===== config.mk =====
export PLATFORM = sky130hd
export DESIGN_NAME = m_strap_sampler
export DESIGN_NICKNAME = d
export VERILOG_FILES = /design/src/rtl/m_std_pkg.sv /design/src/rtl/m_sync_ff.sv /design/src/rtl/m_strap_sampler.sv
export SDC_FILE = /design/constraint.sdc
export NUM_CORES = 1
export LEC_CHECK = 0
export ABC_AREA = 1
export BUFFER_PORTS_ARGS = -buffer_cell sky130_fd_sc_hd__buf_2
export CAP_MARGIN = 30
export CORE_UTILIZATION = 45
export DETAILED_ROUTE_END_ITERATION = 12
export SETUP_SLACK_MARGIN = 0.05
export SLEW_MARGIN = 20
export SYNTH_ARGS = -nofsm -noshare
export SYNTH_HDL_FRONTEND = slang
export SYNTH_SLANG_ARGS = --single-unit

===== constraint.sdc =====
create_clock -name clk -period 2.82 [get_ports clk]
set_clock_uncertainty 0.2 [all_clocks]
set_input_delay 0.564 -clock clk [delete_from_list [all_inputs] [get_ports clk]]
set_output_delay 0.564 -clock clk [all_outputs]
set_load 0.005 [all_outputs]

===== src/rtl/m_std_pkg.sv =====
// Shared types for the std-cell wrapper family: strap sampler state encoding.
package m_std_pkg;

    typedef enum logic [1:0] {
        FILL    = 2'd0,
        SETTLE  = 2'd1,
        LOCKED  = 2'd2
    } state_t;

    function automatic logic state_is_busy(input state_t st);
        return (st != LOCKED);
    endfunction

endpackage


===== src/rtl/m_sync_ff.sv =====
// Vector synchronizer: STAGES-deep flop chain per bit, synchronous active-high clear.
// Latency STAGES cycles from d to q; no flow control.
module m_sync_ff #(
    parameter int WIDTH  = 8,
    parameter int STAGES = 2
) (
    input  logic             clk,
    input  logic             rst,
    input  logic [WIDTH-1:0] d,
    output logic [WIDTH-1:0] q
);

`ifdef TSMC_65
    logic [WIDTH-1:0] chain_d [STAGES];
    logic [WIDTH-1:0] chain_q [STAGES];

    for (genvar g = 0; g < STAGES; g++) begin : g_stage
        if (g == 0) begin : g_first
            assign chain_d[g] = rst ? '0 : d;
        end else begin : g_rest
            assign chain_d[g] = rst ? '0 : chain_q[g-1];
        end
        for (genvar b = 0; b < WIDTH; b++) begin : g_bit
            DFQD1 u_sync_ff (.D(chain_d[g][b]), .CP(clk), .Q(chain_q[g][b]));
        end
    end
    assign q = chain_q[STAGES-1];
`elsif TSMC16
    logic [WIDTH-1:0] chain_d [STAGES];
    logic [WIDTH-1:0] chain_q [STAGES];

    for (genvar g = 0; g < STAGES; g++) begin : g_stage
        if (g == 0) begin : g_first
            assign chain_d[g] = rst ? '0 : d;
        end else begin : g_rest
            assign chain_d[g] = rst ? '0 : chain_q[g-1];
        end
        for (genvar b = 0; b < WIDTH; b++) begin : g_bit
            DFQD1BWP16P90 u_sync_ff (.D(chain_d[g][b]), .CP(clk), .Q(chain_q[g][b]));
        end
    end
    assign q = chain_q[STAGES-1];
`else
    logic [WIDTH-1:0] stage_q [STAGES];

    always_ff @(posedge clk) begin
        if (rst) begin
            for (int i = 0; i < STAGES; i++) begin
                stage_q[i] <= '0;
            end
        end else begin
            stage_q[0] <= d;
            for (int i = 1; i < STAGES; i++) begin
                stage_q[i] <= stage_q[i-1];
            end
        end
    end

    assign q = stage_q[STAGES-1];
`endif

endmodule


===== src/rtl/m_strap_sampler.sv =====
// Strap sampler: synchronize, qualify for STABLE_CYCLES equal samples, latch and monitor.
// First lock SYNC_STAGES+STABLE_CYCLES+1 cycles after reset release; no flow control.
module m_strap_sampler
    import m_std_pkg::*;
#(
    parameter int WIDTH         = 8,
    parameter int SYNC_STAGES   = 2,
    parameter int STABLE_CYCLES = 16,
    parameter int CNT_W         = $clog2(STABLE_CYCLES + 1)
) (
    input  logic             clk,
    input  logic             rst,
    input  logic [WIDTH-1:0] strap_in,
    input  logic             resample,
    output logic [WIDTH-1:0] strap_out,
    output logic             strap_valid,
    output logic             busy,
    output logic             change_err
);

    localparam int FILL_W = $clog2(SYNC_STAGES + 1);
    localparam logic [FILL_W-1:0] FILL_LAST   = FILL_W'(SYNC_STAGES - 1);
    localparam logic [CNT_W-1:0]  STABLE_LAST = CNT_W'(STABLE_CYCLES - 1);
    localparam logic [CNT_W-1:0]  STABLE_SAT  = CNT_W'(STABLE_CYCLES);

    logic [WIDTH-1:0]  s;

    state_t            state, state_nxt;
    logic [FILL_W-1:0] fill_cnt, fill_cnt_nxt;
    logic              load, load_nxt;
    logic [WIDTH-1:0]  cand, cand_nxt;
    logic [CNT_W-1:0]  cnt, cnt_nxt;
    logic [CNT_W-1:0]  mcnt, mcnt_nxt;
    logic [WIDTH-1:0]  out_q, out_nxt;
    logic              valid_q, valid_nxt;
    logic              err_q, err_nxt;

    m_sync_ff #(
        .WIDTH  (WIDTH),
        .STAGES (SYNC_STAGES)
    ) u_sync (
        .clk (clk),
        .rst (rst),
        .d   (strap_in),
        .q   (s)
    );

    always_ff @(posedge clk) begin
        if (rst) begin
            state <= FILL;
        end else begin
            state <= state_nxt;
        end
    end

    always_comb begin
        state_nxt    = state;
        fill_cnt_nxt = fill_cnt;
        load_nxt     = load;
        cand_nxt     = cand;
        cnt_nxt      = cnt;
        mcnt_nxt     = mcnt;
        out_nxt      = out_q;
        valid_nxt    = valid_q;
        err_nxt      = err_q;

        unique case (state)
            FILL: begin
                // Wait until the synchronizer chain holds real samples.
                if (fill_cnt == FILL_LAST) begin
                    fill_cnt_nxt = '0;
                    load_nxt     = 1'b1;
                    state_nxt    = SETTLE;
                end else begin
                    fill_cnt_nxt = fill_cnt + FILL_W'(1);
                end
            end

            SETTLE: begin
                if (load) begin
                    load_nxt = 1'b0;
                    cand_nxt = s;
                    cnt_nxt  = '0;
                end else if (s != cand) begin
                    cand_nxt = s;
                    cnt_nxt  = '0;
                end else if (cnt == STABLE_LAST) begin
                    out_nxt   = cand;
                    valid_nxt = 1'b1;
                    cnt_nxt   = '0;
                    mcnt_nxt  = '0;
                    state_nxt = LOCKED;
                end else begin
                    cnt_nxt = cnt + CNT_W'(1);
                end
            end

            LOCKED: begin
                // A resample request overrides a change error raised on the same edge.
                if (resample) begin
                    valid_nxt = 1'b0;
                    err_nxt   = 1'b0;
                    mcnt_nxt  = '0;
                    load_nxt  = 1'b1;
                    state_nxt = SETTLE;
                end else if (s != out_q) begin
                    if (mcnt == STABLE_LAST) begin
                        mcnt_nxt = STABLE_SAT;
                        err_nxt  = 1'b1;
                    end else if (mcnt != STABLE_SAT) begin
                        mcnt_nxt = mcnt + CNT_W'(1);
                    end
                end else begin
                    mcnt_nxt = '0;
                end
            end

            default: begin
                state_nxt = FILL;
            end
        endcase
    end

    always_ff @(posedge clk) begin
        if (rst) begin
            fill_cnt <= '0;
            load     <= 1'b0;
            cand     <= '0;
            cnt      <= '0;
            mcnt     <= '0;
            out_q    <= '0;
            valid_q  <= 1'b0;
            err_q    <= 1'b0;
        end else begin
            fill_cnt <= fill_cnt_nxt;
            load     <= load_nxt;
            cand     <= cand_nxt;
            cnt      <= cnt_nxt;
            mcnt     <= mcnt_nxt;
            out_q    <= out_nxt;
            valid_q  <= valid_nxt;
            err_q    <= err_nxt;
        end
    end

    assign strap_out   = out_q;
    assign strap_valid = valid_q;
    assign change_err  = err_q;
    assign busy        = state_is_busy(state);

endmodule

# Yosys cells after proc, flatten, opt, wreduce, memory -nomap -nowiden
# Memory sizes are Yosys's and may differ from the RTL's.
# Index checks and enable logic that the tools add are counted.
# word_totals
out_inout_bits	11
ramBits	16
mem_count	1
inputBits	11
ff_bits	33
word_cells	81
# memory_table
name	words	word_bits	rd	rd_ports_with_merged_regs	wr	line	rtl
u_sync.stage_q	2	8	2	0	2	m_sync_ff.sv:44	logic [WIDTH-1:0] stage_q [STAGES];
# classes
n_eq_ne	15
bitwise_logic	4
reduce_logical	13
n_mux	36
addsub	3
# ops
op	count
5-bit 2-to-1 mux	10
8-bit 2-to-1 mux	4
8-bit != test	2
5-bit AND reduction	3
1-bit 2-to-1 mux	12
2-bit 2-to-1 mux	6
2-bit != test (second input constant)	6
5-bit by 1-bit adder with 5-bit output (second input constant)	2
5-bit by 4-bit == test with 1-bit output (second input constant)	2
5-bit != test (second input constant)	2
5-bit case mux with 2 select lines	1
2-bit nonzero test	4
2-bit case mux with 3 select lines	1
3-bit AND reduction	2
2-bit by 1-bit == test with 1-bit output (second input constant)	2
4-bit AND reduction	1
1-bit case mux with 3 select lines	1
3-bit nonzero test	1
2-bit by 1-bit adder with 2-bit output (second input constant)	1
2-bit == test (second input constant)	1
2-bit logical NOT	1
1-bit inverter	2
1-bit bitwise OR	2
1-bit case mux with 2 select lines	1
2-bit AND reduction	1

# Logic depth before layout (Yosys ltp)
# depth
word_depth	6
ltp_mapped	13
ltp_nobuf	13

# Cells and area by module
# A second synthesis with hierarchy kept.
# unflattened
cells_unflattened	303
hier_area_um2	2299.7
# modules_own_cells
mod	instances	seq_area_each_um2	area_per_inst_um2	cells_per_inst
m_strap_sampler	1	660.6	1765.4	245
m_sync_ff	1	320.3	534.3	58

# Worst setup path before layout
# OpenSTA, ideal clock, no wires.
# synth_timing
path_type	register to register
start	register mcnt[0]
end	register mcnt[0]
path_stages_with_launch	13
setup_ns	0.113
setup_slack_ns	1.014
required_ns	2.507
path_buffers	0
arrival_time_ns	1.493
period_less_slack_ns	1.806
cell_sequence	dfxtp_1 ha_1 nand2_1 nor2_1 ha_1 nor2_1 nand3_1 nor3_1 nand2_1 nand2_1 nand2_2 nor2_1 nor2_1
# synth_via
elab_chain_len	6
elab_cells_between_ends	10
classes_between	add/sub (1); eq/ne (3); mux (5); reduce/logical (1)
# synth_lines
element	line	rtl
start, declared	m_strap_sampler.sv:33	logic [CNT_W-1:0] mcnt, mcnt_nxt;
start signal, assigned	m_strap_sampler.sv:139	mcnt <= mcnt_nxt;
5-bit by 1-bit adder with 5-bit output	m_strap_sampler.sv:111	mcnt_nxt = mcnt + CNT_W'(1);
5-bit 2-to-1 mux	m_strap_sampler.sv:110	end else if (mcnt != STABLE_SAT) begin
5-bit 2-to-1 mux	m_strap_sampler.sv:107	if (mcnt == STABLE_LAST) begin
5-bit 2-to-1 mux	m_strap_sampler.sv:106	end else if (s != out_q) begin
5-bit 2-to-1 mux	m_strap_sampler.sv:100	if (resample) begin
5-bit case mux with 2 select lines	m_strap_sampler.sv:67	unique case (state)
# Parallel ways exist; a longest one is shown, timed or not. The select of a mux whose other input is x is not followed.
# A chain may end at the register's enable or synchronous reset.

# Worst setup path after layout
# layout_timing
start	register mcnt[0]
end	register mcnt[1]
# The elaborated chain is that of the path after synthesis.

==> impl_results.md <==
* Worst-path cell chain: ha_1 -> nand2_1 -> nor2_1 -> ha_1 -> nor2_1 -> nand3_1 -> nor3_1 -> nand2_1 -> nand2_1 -> nand2_2 -> nand2_1 -> nand2_1 -> nor2_1
* Max-slew violations at 0
* Pwr dens at 674 nW/um^2
* Met2 GRT Util at 0.297
* Grt total ovfl at 0
* Layout area overhead at 13.4%
* GP Congestion at about 0.8
* Leak at 1.11 nW
* CP peak stage delay at 0.34 ns
* Clock share of power at 0.350
* Setup TNS at 0 ns
* Sw frac at 0.279
* Critical Path AT at 2.06 ns
* TritonRoute pass-1 iters at 4
* CTS Buf Count at 5
* Cells after synthesis at 301
* Initial Util at 0.484
* Avg Cell Area, Syn at 7.24 um^2
* Syn Nets at 316
* FF+latch count, synth at 49
* Total power draw at 1.66 mW
* CTS H-Tree Depth at 2
* Max-Cap Viols at 0
* Die ar. at 5120 um^2
* VDD IR max at 0.301 mV
* Post-DR vias/cell at about 4.6
* Synthesized area at 2180 um^2
* Layout cells sized above 1 at 0.177
* Crit path capture type: flop
* Seq/Total Area, Yosys at 0.450
* Synth unique cells at 31
* F_max at 497 MHz
* Reg clk slew, reported paths at 0.09 ns
* Final setup vio count at 0
* Busiest grt layer: met2
* Clk root buf: clkbuf_8
* Final Util at 0.549
* RR Startpoint: mcnt[0]$_SDFFE_PP0P_
* CTS sink cnt at 49
* Status: finished, final reports clean
* Most frequent cells in the layout: nor2_1, nand2_1, dfxtp_1, inv_1, buf_2
* Startpoint Class: flop
* First-pass GRT wire length at 7220 um
* Pint at ~1.2 mW
* Met1 Usage GRT at 0.236
* Final WL at just over 4000 um
* Commonest non-fill, non-tap cell in the layout: nor2_1
* RSZ-0062 raised after global routing: no
* Family with the most delay on the worst path: simple AND/OR/NAND/NOR gates
* Hold Path End: u_sync.stage_q[0][8]$_SDFF_PP0_
* Post-CTS resize count at 0
* Bufs on Longest Clock Path at 2
* Die W at 71.6 um
* Detailed Place HPWL at 3050 um
* Min Tclk post-route at 2.01 ns
* Seq pwr share at 0.471
* Initial antenna violation count at 0
* R2R Setup Slk at 0.81 ns
* Area of the core at 4500 um^2
* NumNets Final at around 340
* Routed WL per cell at roughly 11 um
* Post-DP Area at roughly 2300 um^2
* Via Count at 1757
* Max-slew headroom at 0.742
* Crit Path Class: flop to flop
* Slew @ Worst Pin at 0.387 ns
* Hold path startpoint: u_sync.stage_q[0][0]$_SDFF_PP0_
* CP max-delay cell: dfxtp_1
* Design area at 2470 um^2
* Most used cell, CP: nand2_1
* Antenna Cells at 0
* Synth warn at 0
* Psw at 0.464 mW
* Hold Path Class: flop to flop
* Req. time, crit path at 2.86 ns
* Met3 Use GR at 0.0422
* DRC at 0
* GRT Util Overall at 0.181
* Setup bufs post-CTS at 0
* Worst Path Buf+Inv at 0
* Worst Path Max Fanout at 6
* IO Port Bufs at 21
* Cells on worst reg2reg path at 13
* Gate power share at 0.180
* # IOs at 22
* CTS tree: yes
* WHS Path Cells at 2
* Die height at 71.6 um
* # rows at 24
* Iter 0 DRT Violations at 107
* Number of global-route vias before repair at 1633
* Worst skew pair latency at 0.30 ns
* RR Endpoint: mcnt[1]$_SDFFE_PP0P_
* Final period utilization at 0.714
* Final hold violation count at 0
* CTS Hold Buffers Added at 0
* Final ANT Viol Nets at 0
* Largest net degree at the start of global routing at 22
[cells by family after synthesis]
| logic type | count (synthesis) | share of synthesized area |
|---|---|---|
| buffers and inverters | 59 | 0.106 |
| xor gates and xnor gates | 7 | 0.0281 |
| and+or+nand+nor | 141 | 0.295 |
| AOI/OAI and AO/OA | 41 | 0.0971 |
| adders and majority gates | 4 | 0.0230 |
| DFF | 49 | 0.450 |
[routing by layer]
metal,up-vias,routed length (um)
met5,-,0
met4,0,62
met3,6,146
met2,22,1880
met1,762,2060
li1,967,-
[tightest hold or removal path: stages (launching register included)]
cell     delay, ns
dfxtp_1       0.31
inv_1         0.04
nor2_1        0.03
[power groups by stage]
stage          sequential, mW  combinational, mW  clock (mW)
2_1_floorplan           0.792              0.242           0
5_1_grt                 0.792              0.347       0.628
4_1_cts                 0.784              0.304       0.600
3_3_place_gp            0.799              0.300           0
6_report                0.783              0.299       0.582
3_5_place_dp            0.800              0.304           0
[state kept, by name, indices dropped and copies added (netlist names)]
signal	flops
strap_valid	1
fill_cnt	2
state	2
change_err	1
mcnt	5
cand	8
cnt	5
u_sync.stage_q	16
load	1
strap_out	8
[cells in the mapped netlist]
cell type	number	area, um^2
dfxtp_1	49	981
clkbuf_1	4	15.0
ha_1	4	50.1
xnor2_1	3	26.3
or2_1	1	6.26
nor2_2	4	25.0
nor3_1	1	5.00
nand3b_1	2	15.0
xor2_1	4	35.0
nor3_2	2	20.0
nand3_1	11	55.1
o211ai_1	1	7.51
nor2_4	4	45.0
inv_1	42	158
nor2_1	58	218
nand2_4	1	11.3
o21ai_1	10	50.1
nand4_1	1	6.26
nand3_4	1	17.5
inv_2	10	37.5
buf_6	1	11.3
nand2_1	50	188
or2_2	1	6.26
o22ai_1	2	12.5
a31oi_1	1	6.26
clkinv_1	1	3.75
nand2_2	3	18.8
inv_4	1	6.26
o21ai_0	14	70.1
or2_0	1	6.26
a21oi_1	13	65.1
[cell type report]
cell class | count | area, um^2
clock inverters | 3 | 65.1
repair buffers | 23 | 120
multi-input cells | 193 | 966
clock buffers | 5 | 68.8
well taps | 52 | 65.1
flip-flops and latches | 49 | 981
inverters | 54 | 205
fillers | 470 | 2030
[stage by stage]
| stage | std cells | setup WS, ns | hold slack, ns |
|---|---|---|---|
| CTS | 379 | 0.808 | 0.211 |
| detailed placement | 371 | 0.833 | 0.199 |
| global placement | 371 | 0.906 | 0.195 |
| global route | 379 | 0.583 | 0.234 |
| floorplan | 301 | 1.01 | 0.188 |
| finish | 379 | 0.807 | 0.204 |
[worst max-delay path by stage]
stage	from	end	depth (start not counted)	slack (ns)
3_5_place_dp	mcnt[0]$_SDFFE_PP0P_	mcnt[2]$_SDFFE_PP0P_	13	0.83
4_1_cts	mcnt[0]$_SDFFE_PP0P_	mcnt[1]$_SDFFE_PP0P_	13	0.81
3_3_place_gp	mcnt[0]$_SDFFE_PP0P_	mcnt[1]$_SDFFE_PP0P_	12	0.91
5_1_grt	mcnt[0]$_SDFFE_PP0P_	mcnt[0]$_SDFFE_PP0P_	13	0.58
2_1_floorplan	mcnt[0]$_SDFFE_PP0P_	mcnt[0]$_SDFFE_PP0P_	12	1.01
6_report	mcnt[0]$_SDFFE_PP0P_	mcnt[1]$_SDFFE_PP0P_	13	0.81
(Power assumes the default switching activity.)
